<file path="config.mk">
export PLATFORM = sky130hd
export DESIGN_NAME = spi_mem_sequencer
export DESIGN_NICKNAME = d
export VERILOG_FILES = /design/src/rtl/spi_mem_sequencer.sv
export SDC_FILE = /design/constraint.sdc
export NUM_CORES = 1
export LEC_CHECK = 0
export ABC_AREA = 0
export BUFFER_PORTS_ARGS = -buffer_cell sky130_fd_sc_hd__buf_4
export CORE_UTILIZATION = 55
export CTS_BUF_LIST = sky130_fd_sc_hd__clkbuf_4 sky130_fd_sc_hd__clkbuf_8 sky130_fd_sc_hd__clkbuf_16
export DETAILED_ROUTE_END_ITERATION = 10
export GPL_ROUTABILITY_DRIVEN = 1
export PLACE_DENSITY = 0.76
export SYNTH_ARGS = -nofsm -noshare
export SYNTH_HDL_FRONTEND = slang
export SYNTH_SLANG_ARGS = --single-unit
</file>
<file path="constraint.sdc">
create_clock -name clk -period 2.3 [get_ports clk]
set_input_delay 0.115 -clock clk [delete_from_list [all_inputs] [get_ports clk]]
set_output_delay 0.115 -clock clk [all_outputs]
set_load 0.02 [all_outputs]
</file>
<file path="src/rtl/spi_mem_sequencer.sv">
// spi_mem_sequencer
//   Frame-level sequencer for the SPI-slave memory datapath. Runs on clk and
//   consumes conditioned chip-select plus single-cycle SCLK edge pulses.
//   A frame is an address byte (bit 0 = R/W, 0 = read, 1 = write) followed
//   by a data byte, either shifted out (read) or written to memory (write).
//
// Ports
//   clk            system clock, rising edge
//   reset          asynchronous, active-high reset
//   cs             conditioned chip select, active-low
//   sclk_pos       one-clk pulse per SCLK rising edge
//   sclk_neg       one-clk pulse per SCLK falling edge
//   shift_reg_out0 shift register bit 0 (R/W bit once the address is in)
//   addr_we        address latch write strobe (1 clk)
//   sr_we          shift register parallel-load strobe (1 clk)
//   dm_we          data memory write strobe (1 clk)
//   miso_buff      MISO tri-state enable during read data-out
//   busy           high whenever the sequencer is not IDLE
//   abort_count    [7:0] saturating count of mid-frame aborts
//                  (only when SPI_SEQ_ABORT_CNT_EN is defined)
//
// Optional feature macro: SPI_SEQ_ABORT_CNT_EN

module spi_mem_sequencer #(
  parameter int WORD_BITS = 8,
  parameter int CNT_W     = 4
) (
  input  logic       clk,
  input  logic       reset,
  input  logic       cs,
  input  logic       sclk_pos,
  input  logic       sclk_neg,
  input  logic       shift_reg_out0,
`ifdef SPI_SEQ_ABORT_CNT_EN
  output logic [7:0] abort_count,
`endif
  output logic       addr_we,
  output logic       sr_we,
  output logic       dm_we,
  output logic       miso_buff,
  output logic       busy
);

  typedef enum logic [2:0] {
    IDLE, GET_ADDR, LATCH_ADDR, READ_LOAD, READ_OUT, WRITE_DATA, WRITE_MEM, DONE
  } state_t;

  localparam logic [CNT_W-1:0] WB = CNT_W'(WORD_BITS);

  state_t           state;
  logic [CNT_W-1:0] cnt;
  logic [CNT_W-1:0] cnt_inc;

  assign cnt_inc = cnt + CNT_W'(1);

  // Outputs are registered alongside the state, so each strobe is high for
  // exactly the cycle its state is occupied. Strobes default low each clk.
  always_ff @(posedge clk or posedge reset) begin
    if (reset) begin
      state     <= IDLE;
      cnt       <= '0;
      addr_we   <= 1'b0;
      sr_we     <= 1'b0;
      dm_we     <= 1'b0;
      miso_buff <= 1'b0;
      busy      <= 1'b0;
    end else begin
      addr_we <= 1'b0;
      sr_we   <= 1'b0;
      dm_we   <= 1'b0;
      if (state != IDLE && cs) begin
        // Deselect wins over any edge pulse in the same clk.
        state     <= IDLE;
        cnt       <= '0;
        miso_buff <= 1'b0;
        busy      <= 1'b0;
      end else begin
        case (state)
          IDLE: if (!cs) begin
            state <= GET_ADDR;
            cnt   <= '0;
            busy  <= 1'b1;
          end
          GET_ADDR: if (sclk_pos) begin
            cnt <= cnt_inc;
            if (cnt_inc == WB) begin
              state   <= LATCH_ADDR;
              addr_we <= 1'b1;
            end
          end
          LATCH_ADDR: begin
            cnt <= '0;
            if (shift_reg_out0) begin
              state <= WRITE_DATA;
            end else begin
              state <= READ_LOAD;
              sr_we <= 1'b1;
            end
          end
          READ_LOAD: begin
            state     <= READ_OUT;
            cnt       <= '0;
            miso_buff <= 1'b1;
          end
          READ_OUT: if (sclk_neg) begin
            cnt <= cnt_inc;
            if (cnt_inc == WB) begin
              state     <= DONE;
              miso_buff <= 1'b0;
            end
          end
          WRITE_DATA: if (sclk_pos) begin
            cnt <= cnt_inc;
            if (cnt_inc == WB) begin
              state <= WRITE_MEM;
              dm_we <= 1'b1;
            end
          end
          WRITE_MEM: state <= DONE;
          DONE:      ;  // hold until cs deasserts (handled above)
          default: begin
            state     <= IDLE;
            cnt       <= '0;
            miso_buff <= 1'b0;
            busy      <= 1'b0;
          end
        endcase
      end
    end
  end

`ifdef SPI_SEQ_ABORT_CNT_EN
  // An abort is cs high while mid-frame; IDLE and DONE are not mid-frame.
  // The state leaves on the same clk, so each cs rise counts once.
  logic abort_evt;
  assign abort_evt = cs && (state != IDLE) && (state != DONE);

  always_ff @(posedge clk or posedge reset) begin
    if (reset)                             abort_count <= '0;
    else if (abort_evt && abort_count != 8'hFF) abort_count <= abort_count + 8'd1;
  end
`endif

endmodule

</file>
; After elaboration in Yosys (flattened, before gate mapping)
; Cells that the tools add are included.
[classes]
addsub = 1
eq_ne = 16
mux = 31
n_reduce_logical = 13
[op_table]
columns = operator, n
row1 = $mux W3, 9
row2 = $ne A3 B3 Y1 const B, 7
row3 = $pmux W3 S7, 1
row4 = $mux W4, 4
row5 = $pmux W4 S4, 1
row6 = $mux W1, 15
row7 = $eq A3 B3 Y1 const B, 3
row8 = $reduce_and A8 Y1, 1
row9 = $reduce_bool A8 Y1, 1
row10 = $eq A3 B2 Y1 const B, 2
row11 = $reduce_bool A3 Y1, 2
row12 = $reduce_bool A5 Y1, 1
row13 = $add A4 B1 Y4 const B, 1
row14 = $eq A4 B4 Y1 const B, 1
row15 = $reduce_and A4 Y1, 1
row16 = $reduce_or A2 Y1, 2
row17 = $eq A3 B1 Y1 const B, 1
row18 = $logic_not A3 Y1, 1
row19 = $ne A3 B1 Y1 const B, 1
row20 = $reduce_and A3 Y1, 1
row21 = $ne A2 B1 Y1 const B, 1
row22 = $pmux W1 S2, 1
row23 = $reduce_and A2 Y1, 1
row24 = $reduce_bool A2 Y1, 1
row25 = $logic_and A1 B1 Y1, 1
[word_totals]
register_bits = 12
in_bits = 6
out_inout_bits = 5
word_cells = 68

; Longest topological paths before layout
; Gate-level depths: netlist (run 1).
[logic_depth]
ltp_word = 6
mapped_depth = 9

; Worst setup path after synthesis (run 1)
; OpenSTA, ideal clock, no wires.
[synth_path]
kind = flip-flop to flip-flop
startpoint = reg state[0]
endpoint = reg cnt[2]
t_arrival_ns = 1.799
t_required_ns = 2.213
slack_ns = 0.415
path_stages_with_launch = 10
n_path_buf = 2
path_cell_list = dfrtp_1 > buf_6 > nor2_4 > nand2_1 > ha_1 > buf_6 > or2_2 > nor3_1 > nand4_1 > o211ai_1
[synth_between]
elab_chain_len = 4
elab_cells_between_ends = 17
cone_classes = 8 x eq/ne / 2 x mux / 7 x reduce/logical
[synth_rtl]
columns = item, line
row1 = start: declaration, 50  ; state_t state;
row2 = start signal: assignment, 60  ; state <= IDLE;
row3 = start signal: assignment, 73  ; state <= IDLE;
row4 = start signal: assignment, 80  ; state <= GET_ADDR;
row5 = $eq A3 B3 Y1 (tied with other cells), 78  ; case (state)
row6 = $reduce_or A2 Y1 (no source line) or $logic_and A1 B1 Y1 (tied branches), --
row7 = $ne A3 B1 Y1 (no source line) (tied with other cells), --
row8 = $reduce_and A4 Y1 (no source line) or $mux W4 (tied branches), --
row9 = end signal: assignment, 85  ; cnt <= cnt_inc;
row10 = end signal: assignment, 106  ; cnt <= cnt_inc;
row11 = end signal: assignment, 113  ; cnt <= cnt_inc;
row12 = end: declaration, 51  ; logic [CNT_W-1:0] cnt;
; Parallel ways exist; a longest one is shown, timed or not.
; A chain may end at the register's enable or synchronous reset.

; Worst setup path in the final report (run 1)
[layout_path]
startpoint = reg state[1]
endpoint = reg state[1]
[layout_between]
elab_chain_len = 4
elab_cells_between_ends = 20
cone_classes = 13 x eq/ne / 2 x mux / 5 x reduce/logical
[layout_rtl]
columns = item, line
row1 = $reduce_bool A3 Y1, 71  ; if (state != IDLE && cs) begin
row2 = $logic_and A1 B1 Y1, 71
row3 = $reduce_bool A8 Y1 (no source line) or $ne A3 B3 Y1 (tied branches), --
row4 = $reduce_and A8 Y1 (no source line), --
; Parallel ways exist; a longest one is shown, timed or not.

==> qor.log, run 1 <==
qor: placement.placement.io_buffers 10
qor: timing.final.setup_skew 0.00450 ns
qor: grt.grt_usage 21.8%
qor: timing.slew_violations 0
qor: cts.clk_transition_reported_paths 0.07 ns
qor: cts.htree_num_levels 1
qor: cts.clock_tree_from_tritoncts built
qor: timing.report.final.setup_viol 0
qor: routing.detail_route.drc_violations 0
qor: cts.clk_path_buf_depth 2
qor: routing.post_drt_wl_per_cell 14.5 um
qor: placement.placer_congestion_estimate 0.904
qor: grt.grt_overflow_total 0
qor: finish.area_growth_syn_to_layout 12.6%
qor: finish.fill_count 112
qor: outcome.status complete, no violations
qor: cts.cts_root_buffer sky130_fd_sc_hd__clkbuf_4
qor: min_path.number_of_cells_traversed_by_the_worst_hold_path 2
qor: routing.wl 1.77 mm
qor: timing.final_min_period_over_clock_period 80.3%
qor: grt.grt_antenna_before_repair 0
qor: critical_path.slowest_stage sky130_fd_sc_hd__dfrtp_1
qor: timing.slew_headroom 69.5%
qor: critical_path.rr_worst_depth 8
qor: timing.totalNegativeSetupSlack 0 ns
qor: critical_path.critical_path.endpoint_type flop
qor: grt.grt_first_pass_wirelength 2.88 mm
qor: min_path.holdPathEnd sr_we
qor: critical_path.r2r-end state[1]
qor: routing.route.vias.total 715
qor: run.max_cap_viol_count 0
qor: synth.synth_seq_cells 12
qor: finish.number_of_antenna_repair_diodes 0
qor: routing.dr.pass1.iters 5
qor: critical_path.crit_path_category reg2reg
qor: finish.nets 119
qor: finish.post_route_cells_drive_above_1_share 28.0%
qor: die.horizontal_extent_of_the_die 41.6 um
qor: critical_path.timing.critical_path.fanout_max 6
qor: synth.synth_seq_area_share 34.8%
qor: min_path.worst_hold_path_type in2reg
qor: die.fp.coreArea 1380 um^2
qor: timing.fmax 0.541 GHz
qor: placement.preCtsSetupSlack 0.470 ns
qor: synth.synth.avg_cell_area 9.28 um^2
qor: grt.grt_start_max_net_pins 14
qor: die.chipHeight 41.6 um
qor: synth.syn_inst 93
qor: synth.synthesis.area 863 um^2
qor: power.areal_power_density_over_the_cells 1040 nW/um^2
qor: power.static_leakage 0.000437 uW
qor: cts.clk-insertion-delay-late 0.27 ns
qor: cts.cts_num_sinks 12
qor: critical_path.worst_ep_arrival_time 2.01 ns
qor: critical_path.crit_path_max_incr_delay 0.38 ns
qor: critical_path.critical_path.cell_chain inv_1 > nand2_1 > inv_2 > ha_1 > inv_1 > a31oi_1 > nor2_1 > a211oi_1
qor: synth.syn_nets 103
qor: power.vdd_ir_drop_max 0.000770 V
qor: timing.layout_setup_ws 0.452 ns
qor: grt.grt_pass1_vias 583
qor: cts.cts-buffers-inserted 3
qor: routing.drtIter0Drc 26
qor: die.number_of_i_o_pins 11
qor: critical_path.critical_path.top_delay_family compound AO/OA/AOI/OAI gates
qor: critical_path.rrSetupSlack 0.45 ns
qor: critical_path.cp-start-kind flop
qor: synth.yosys_warnings 0
qor: critical_path.critical_path.most_common_cell sky130_fd_sc_hd__inv_1
qor: timing.timing_worst_slew_pin_value 0.457 ns
qor: min_path.hp-start shift_reg_out0
qor: power.total_power 1010 uW
qor: critical_path.worstPathRequired 2.46 ns
qor: synth.synth_cell_types 38
qor: timing.period_needed 1.85 ns
qor: routing.postRouteAntennaNets 0
qor: die.placement_rows 13
qor: die.die_area 1730 um^2
qor: timing.hold_viol 0
qor: routing.route.detailed.vias_per_inst 5.86
qor: critical_path.regToRegStartpoint state[1]
qor: placement.detailed_place_hpwl 1.30 mm
qor: die.start_util 62.4%
qor: critical_path.timing.critical_path.buf_inv 3
qor: timing.rsz0062_at_grt false
## sequential cells by signal, indices dropped and copies added (netlist names)
register,count
addr_we,1
busy,1
sr_we,1
state,3
dm_we,1
cnt,4
miso_buff,1
## worst max path at each step
stage | from | end | cells past startpoint | slack, ns
floorplan | state[0] | cnt[2] | 9 | 0.41
global placement | state[2] | state[1] | 8 | 0.48
detailed placement | state[1] | state[1] | 8 | 0.47
CTS | state[1] | state[1] | 8 | 0.45
global route | state[1] | state[1] | 8 | 0.25
finish | state[1] | state[1] | 8 | 0.45
## cell type report
| cell class | count | area, um^2 | share of cell area [%] |
|---|---|---|---|
| clock buffer | 3 | 22.5 | 2.32 |
| inverter | 13 | 48.8 | 5.02 |
| multi-input combinational | 64 | 467 | 48.0 |
| sequential | 12 | 300 | 30.9 |
| tap | 15 | 18.8 | 1.93 |
| timing repair buffer | 15 | 115 | 11.8 |
## through the flow
step	util, %	std cells	hold slack (ns)	instance area [um^2]
5_1_grt	70.3	122	0.0105	972
3_3_place_gp	68.0	118	0.160	940
3_5_place_dp	68.0	118	0.165	940
4_1_cts	70.3	122	0.0225	972
6_report	70.3	122	0.0183	972
2_1_floorplan	-	93	-0.0203	863
## synth_stat cells
cell type                   count  area, um^2
sky130_fd_sc_hd__dfrtp_1       12         300
sky130_fd_sc_hd__a21oi_1        6        30.0
sky130_fd_sc_hd__o22ai_1        1        6.26
sky130_fd_sc_hd__a22oi_1        1        7.51
sky130_fd_sc_hd__a21o_2         1        8.76
sky130_fd_sc_hd__a21bo_2        1        10.0
sky130_fd_sc_hd__a21boi_1       1        7.51
sky130_fd_sc_hd__a211oi_1       1        7.51
sky130_fd_sc_hd__ha_1           4        50.1
sky130_fd_sc_hd__o221a_2        1        11.3
sky130_fd_sc_hd__nor4b_2        2        30.0
sky130_fd_sc_hd__nand2_1        5        18.8
sky130_fd_sc_hd__inv_1         11        41.3
sky130_fd_sc_hd__clkbuf_8       1        13.8
sky130_fd_sc_hd__o21ai_0        4        20.0
sky130_fd_sc_hd__a221o_1        1        10.0
sky130_fd_sc_hd__nand3b_1       1        7.51
sky130_fd_sc_hd__o31a_1         1        8.76
sky130_fd_sc_hd__nand3_1        5        25.0
sky130_fd_sc_hd__inv_2          2        7.51
sky130_fd_sc_hd__o211ai_1       2        15.0
sky130_fd_sc_hd__nor4b_1        1        8.76
sky130_fd_sc_hd__or3_4          1        11.3
sky130_fd_sc_hd__nor2_1         9        33.8
sky130_fd_sc_hd__a2bb2oi_1      2        17.5
sky130_fd_sc_hd__nand2b_1       1        6.26
sky130_fd_sc_hd__and4_1         1        8.76
sky130_fd_sc_hd__or3_1          1        6.26
sky130_fd_sc_hd__nor2_4         2        22.5
sky130_fd_sc_hd__or2_2          1        6.26
sky130_fd_sc_hd__nor3_1         1        5.00
sky130_fd_sc_hd__a31oi_1        1        6.26
sky130_fd_sc_hd__buf_6          3        33.8
sky130_fd_sc_hd__a311oi_1       1        8.76
sky130_fd_sc_hd__a21oi_2        1        8.76
sky130_fd_sc_hd__nand4_1        1        6.26
sky130_fd_sc_hd__mux2i_1        1        10.0
sky130_fd_sc_hd__a311oi_4       1        26.3
## where the power goes
part | switching (uW) | leakage (uW) | total (uW) | internal, uW
clock | 67.8 | 0.0000138 | 128 | 60.5
combinational | 339 | 0.000265 | 575 | 236
sequential | 43.6 | 0.000158 | 303 | 259
total | 451 | 0.000437 | 1010 | 556
## placed cells by master (no fill, tap or decap), types with 2 or more instances in the layout
cell type / netlist / final
sky130_fd_sc_hd__dfrtp_1: 12 / 12
sky130_fd_sc_hd__nand3_1: 5 / 5
sky130_fd_sc_hd__nor4b_2: 2 / 2
sky130_fd_sc_hd__ha_1: 4 / 4
sky130_fd_sc_hd__nor2_4: 2 / 2
sky130_fd_sc_hd__a21oi_1: 6 / 6
sky130_fd_sc_hd__nor2_1: 9 / 9
sky130_fd_sc_hd__inv_1: 11 / 11
sky130_fd_sc_hd__o211ai_1: 2 / 2
sky130_fd_sc_hd__nand2_1: 5 / 5
sky130_fd_sc_hd__a2bb2oi_1: 2 / 2
sky130_fd_sc_hd__inv_2: 2 / 2
sky130_fd_sc_hd__o21ai_0: 4 / 4
sky130_fd_sc_hd__clkbuf_4: 0 / 3
sky130_fd_sc_hd__buf_4: 0 / 14
## timing repair
action | CTS | global route
hold buffers | 1 | 0
hold endpoints to repair | 12 | 0
resized for setup | 0 | 0
setup buffers | 0 | 0
## worst register-to-register path, delay by kind of cell, from the launching register on
family	cells	cell delay, ns
simple gates	2	0.19
buf+inv	3	0.39
flops	1	0.38
compound gates	2	0.45
fa+ha+maj	1	0.33
## per-layer routing
metal  track usage (%)  wire length (um)  vias to the layer above
met4              9.68                50                        0
met1              32.7               786                      318
met2              30.3               782                       26
met3              3.91               149                        8
li1                  -                 -                      363
met5                 0                 0                        -
## cell families (layout without fill, tap and decap cells)
kind of cell             count (synthesis)  after routing  share of synthesized area, %
multiplexers                             1              1                          1.16
buffers and inverters                   17             31                          11.2
AND/OR/NAND/NOR                         32             32                          22.8
flip-flops                              12             12                          34.8
adder cells (fa/ha/maj)                  4              4                          5.80
AO/OA/AOI/OAI                           27             27                          24.4
(Power assumes the default switching activity.)
==> inputs of run 2 (changes only) <==
==> constraint.sdc (replaced) <==
create_clock -name clk -period 1.9 [get_ports clk]
set_input_delay 0.095 -clock clk [delete_from_list [all_inputs] [get_ports clk]]
set_output_delay 0.095 -clock clk [all_outputs]
set_load 0.02 [all_outputs]
==> qor.log, run 2 (same netlist as run 1, synthesis figures left out) <==
qor: routing.postRouteAntennaNets 0
qor: power.vdd_ir_drop_max 0.000759 V
qor: timing.fmax 0.551 GHz
qor: critical_path.worstPathRequired 2.08 ns
qor: critical_path.crit_path_category reg2reg
qor: outcome.status complete, no violations
qor: placement.dp.cells 119
qor: cts.htree_num_levels 1
qor: routing.detail_route.drc_violations 0
qor: cts.cts_root_buffer sky130_fd_sc_hd__clkbuf_4
qor: finish.area_growth_syn_to_layout 17.4%
qor: grt.grt_overflow_total 0
qor: cts.clk_path_buf_depth 2
qor: timing.timing_worst_slew_pin_value 0.464 ns
qor: finish.post_route_cells_drive_above_1_share 31.8%
qor: run.max_cap_viol_count 0
qor: timing.hold_viol 0
qor: cts.cts_num_sinks 12
qor: grt.grt_start_max_net_pins 14
qor: timing.hold-worst-slack 0.218 ns
qor: finish.finalCoreUtilization 73.3%
qor: cts.cts-buffers-inserted 3
qor: finish.largest-register cnt
qor: finish.layout.cell_area.non_filler 1010 um^2
qor: placement.detailed_place_hpwl 1.33 mm
qor: finish.reg_top3 cnt (4), state (3)
qor: cts.clk_transition_reported_paths 0.08 ns
qor: power.areal_power_density_over_the_cells 1290 nW/um^2
qor: die.start_util 62.4%
qor: finish.final_common_cell sky130_fd_sc_hd__buf_4
qor: grt.grt_first_pass_wirelength 2.97 mm
qor: placement.post_dp_cell_area 947 um^2
qor: cts.clk-insertion-delay-late 0.28 ns
qor: die.number_of_i_o_pins 11
qor: min_path.number_of_cells_traversed_by_the_worst_hold_path 3
qor: critical_path.rr_worst_depth 7
qor: routing.route.detailed.vias_per_inst 6.02
qor: min_path.hp-start sclk_neg
qor: critical_path.worst_ep_arrival_time 1.99 ns
qor: routing.dr.pass1.iters 4
qor: min_path.worst_hold_path_type in2reg
qor: routing.drtIter0Drc 18
qor: critical_path.timing.critical_path.fanout_max 8
qor: power.static_leakage 0.000453 uW
qor: grt.grt_usage 22.8%
qor: die.die_area 1730 um^2
qor: cts.cts.repair_timing.setup_buffer_count 0
qor: finish.nets 121
qor: timing.final_min_period_over_clock_period 95.6%
qor: placement.placement.io_buffers 10
qor: timing.slew_violations 0
qor: die.horizontal_extent_of_the_die 41.6 um
qor: routing.route.vias.total 753
qor: timing.report.final.setup_viol 0
qor: grt.grt_pass1_vias 687
qor: critical_path.cp-start-kind flop
qor: routing.wl 1.85 mm
qor: critical_path.regToRegStartpoint state[2]
qor: timing.totalNegativeSetupSlack 0 ns
qor: finish.seqCellArea 300 um^2
qor: finish.number_of_antenna_repair_diodes 0
qor: finish.area_of_the_multi_input_gates 477 um^2
qor: routing.post_drt_wl_per_cell 14.8 um
qor: finish.final_cell_mix sky130_fd_sc_hd__buf_4 (15), sky130_fd_sc_hd__dfrtp_1 (12), sky130_fd_sc_hd__inv_1 (11)
qor: grt.grt_antenna_before_repair 0
qor: timing.slew_headroom 69.0%
qor: die.fp.coreArea 1380 um^2
qor: die.placement_rows 13
qor: critical_path.critical_path.endpoint_type flop
qor: critical_path.worstSetupStartpoint state[2]
qor: finish.final_cell_count_no_fill 125
qor: timing.rsz0062_at_grt false
qor: timing.period_needed 1.82 ns
qor: die.chipHeight 41.6 um
qor: finish.max_reg_flops 4
qor: finish.fill_count 100
qor: cts.clock_tree_from_tritoncts built
qor: timing.final.setup_skew 0.00344 ns
qor: placement.placer_congestion_estimate 0.875
==> run 2: per-layer routing <==
layer / GRT usage (%) / up-vias / share of wire, %
li1: - / 367 / -
met1: 29.3 / 348 / 43
met2: 36.6 / 34 / 46
met3: 5.22 / 4 / 8.2
met4: 9.68 / 0 / 2.7
met5: 0 / - / 0
==> run 2: worst max-delay path, cell delays in order (launching register included) <==
cell and delay [ns]:
sky130_fd_sc_hd__dfrtp_1 0.41, sky130_fd_sc_hd__nor2_4 0.17, sky130_fd_sc_hd__nand2_2 0.10, sky130_fd_sc_hd__ha_1 0.19, sky130_fd_sc_hd__buf_4 0.17, sky130_fd_sc_hd__a311oi_4 0.27, sky130_fd_sc_hd__o21ai_1 0.12, sky130_fd_sc_hd__a22oi_1 0.27
==> run 2: what timing repair did <==
item | 4_1_cts | 5_1_grt
setup endpoints to repair | 0 | 6
resized for setup | 0 | 5
hold buffers | 2 | 0
hold endpoints to repair | 13 | 0
==> run 2: metrics by stage <==
stage,power [uW],setup slack [ns]
2_1_floorplan,924,0.0149
3_3_place_gp,1040,0.158
3_5_place_dp,1060,0.104
4_1_cts,1280,0.0523
5_1_grt,1400,0.00874
6_report,1300,0.0844
==> run 2: report_power, final <==
part | internal (uW) | total (uW) | switching, uW
registers | 314 | 367 | 53.3
clock network | 117 | 213 | 96.2
logic | 302 | 725 | 423
==> run 2: final cells by class <==
cell class                      instances  area share, %
Multi-Input combinational cell         64           47.0
Clock buffer                            4           3.58
Tap cell                               15           1.85
Sequential cell                        12           29.6
Inverter                               13           4.81
Timing Repair Buffer                   17           13.1
==> run 2: worst paths after layout <==
check / end / slack, ns
worst max-delay path: state[0] / 0.08
worst min-delay path: miso_buff / 0.22
worst max register to register: state[0] / 0.08
worst min register to register: busy / 0.56
max in group asynchronous: state[0] / 1.21
min in group asynchronous: state[1] / 0.37
==> inputs of run 3 (changes only) <==
--- a/config.mk
+++ b/config.mk
@@ -11,7 +11,7 @@
 export CTS_BUF_LIST = sky130_fd_sc_hd__clkbuf_4 sky130_fd_sc_hd__clkbuf_8 sky130_fd_sc_hd__clkbuf_16
 export DETAILED_ROUTE_END_ITERATION = 10
 export GPL_ROUTABILITY_DRIVEN = 1
-export PLACE_DENSITY = 0.76
+export PLACE_DENSITY = 0.87
 export SYNTH_ARGS = -nofsm -noshare
 export SYNTH_HDL_FRONTEND = slang
 export SYNTH_SLANG_ARGS = --single-unit
==> qor.log, run 3 (same netlist as run 1, synthesis figures left out) <==
qor: grt.gr-usage-met1 33.9%
qor: critical_path.critical_path.endpoint_type flop
qor: run.max_cap_viol_count 0
qor: finish.reg_top3 cnt (4), state (3)
qor: timing.slew_violations 0
qor: power.areal_power_density_over_the_cells 1310 nW/um^2
qor: critical_path.critical_path.top_delay_family simple AND/OR/NAND/NOR gates
qor: timing.period_needed 1.86 ns
qor: cts.cts_num_sinks 12
qor: cts.cts_root_buffer sky130_fd_sc_hd__clkbuf_4
qor: critical_path.regToRegStartpoint state[0]
qor: grt.grt_first_pass_wirelength 3.41 mm
qor: routing.dr.pass1.iters 5
qor: grt.grt_start_max_net_pins 14
qor: finish.final_cell_mix sky130_fd_sc_hd__buf_4 (17), sky130_fd_sc_hd__dfrtp_1 (12), sky130_fd_sc_hd__inv_1 (11)
qor: finish.max_reg_flops 4
qor: placement.placement.io_buffers 10
qor: grt.grt_pass1_vias 729
qor: cts.cts-buffers-inserted 3
qor: outcome.status complete, but fails checks
qor: die.die_area 1730 um^2
qor: die.fp.coreArea 1380 um^2
qor: routing.postRouteAntennaNets 0
qor: critical_path.slowest_stage sky130_fd_sc_hd__dfrtp_1
qor: die.start_util 62.4%
qor: grt.busiest_layer met2
qor: critical_path.rr_worst_depth 6
qor: critical_path.r2r-end cnt[2]
qor: die.placement_rows 13
qor: timing.slew_headroom 69.8%
qor: timing.hold_viol 1
qor: critical_path.critical_path.cell_chain nor2_4 > nand2_1 > ha_2 > or2_2 > o221a_2 > o211ai_1
qor: die.horizontal_extent_of_the_die 41.6 um
qor: critical_path.rrSetupSlack 0.04 ns
qor: critical_path.crit_path_category reg2reg
qor: routing.route.detailed.vias_per_inst 6.39
qor: critical_path.worstPathRequired 2.08 ns
qor: timing.report.final.setup_viol 0
qor: power.vdd_ir_drop_max 0.000763 V
qor: grt.grt_usage 25.6%
qor: finish.number_of_antenna_repair_diodes 0
qor: power.static_leakage 0.000450 uW
qor: grt.grt_overflow_total 0
qor: cts.clk-insertion-delay-late 0.28 ns
qor: finish.area_growth_syn_to_layout 17.1%
qor: routing.post_drt_wl_per_cell 16.8 um
qor: timing.hold-worst-slack -0.00138 ns
qor: placement.detailed_place_hpwl 1.45 mm
qor: min_path.hp-start shift_reg_out0
qor: critical_path.crit_path_max_incr_delay 0.44 ns
qor: grt.gr_util_met2 41.9%
qor: critical_path.timing.critical_path.fanout_max 4
qor: routing.drtIter0Drc 64
qor: cts.clock_tree_from_tritoncts built
qor: cts.clk_transition_reported_paths 0.09 ns
qor: grt.met3_usage 3.04%
qor: cts.htree_num_levels 1
qor: routing.detail_route.drc_violations 0
qor: timing.fmax 0.538 GHz
qor: routing.route.vias.total 799
qor: finish.post_route_cells_drive_above_1_share 32.7%
qor: finish.nets 122
qor: finish.final_common_cell sky130_fd_sc_hd__buf_4
qor: critical_path.cp-start-kind flop
qor: min_path.worst_hold_path_type in2reg
qor: grt.grt_antenna_before_repair 0
qor: finish.largest-register cnt
qor: timing.totalNegativeSetupSlack 0 ns
qor: cts.clk_path_buf_depth 2
qor: timing.final.setup_skew 0.0134 ns
qor: critical_path.timing.critical_path.buf_inv 0
qor: placement.placer_congestion_estimate 0.907
qor: routing.wl 2.10 mm
qor: timing.timing_worst_slew_pin_value 0.453 ns
qor: outcome.failed_checks negative hold slack
qor: timing.final_min_period_over_clock_period 97.8%
qor: die.chipHeight 41.6 um
qor: critical_path.worst_ep_arrival_time 2.04 ns
qor: min_path.number_of_cells_traversed_by_the_worst_hold_path 2
qor: die.number_of_i_o_pins 11
qor: min_path.holdPathEnd sr_we
[run 3: worst max path at each step]
stage | startpoint | to | slack [ns] | cells past startpoint
final | state[0] | cnt[2] | 0.04 | 6
after global routing | state[0] | cnt[2] | -0.007 | 6
after CTS | state[2] | cnt[2] | 0.02 | 7
after detailed placement | state[2] | cnt[2] | -0.04 | 7
after global placement | state[2] | cnt[2] | 0.13 | 7
after floorplan | state[0] | cnt[2] | 0.01 | 9
[run 3: power breakdown]
part | leakage (uW) | total [uW] | internal [uW] | switching, uW
clock network | 0.0000138 | 165 | 73.6 | 91.8
registers | 0.000158 | 372 | 314 | 58.3
logic | 0.000278 | 787 | 332 | 454
[run 3: layer usage]
| metal | routed length [um] | part of all wire, % |
|---|---|---|
| met1 | 868 | 41 |
| met2 | 997 | 48 |
| met3 | 157 | 7.5 |
| met4 | 76 | 3.6 |
| met5 | 0 | 0 |
[run 3: layout make-up]
type | instances | area [um^2]
multi-input combinational | 64 | 483
tap | 15 | 18.8
sequential | 12 | 300
timing repair buffer | 18 | 138
inverter | 13 | 48.8
clock buffer | 3 | 22.5
fill | 86 | 372
[run 3: timing repair]
item                                   in CTS  in global routing
setup buffers                               0                  1
hold buffers                                1                  0
gates resized for setup                     1                  4
setup endpoints to repair                   2                  4
pin swaps                                   0                  2
endpoints found under the hold margin      12                  0
[run 3: through the flow]
stage	total power [uW]	cells	setup slack (ns)	utilization [%]	cell area, um^2
3_3_place_gp	1050	120	0.134	69.0	955
3_5_place_dp	1090	120	-0.0392	69.0	955
2_1_floorplan	924	93	0.0149	-	863
6_report	1320	125	0.0421	73.1	1010
5_1_grt	1390	125	-0.00689	73.1	1010
4_1_cts	1260	124	0.0198	71.8	992
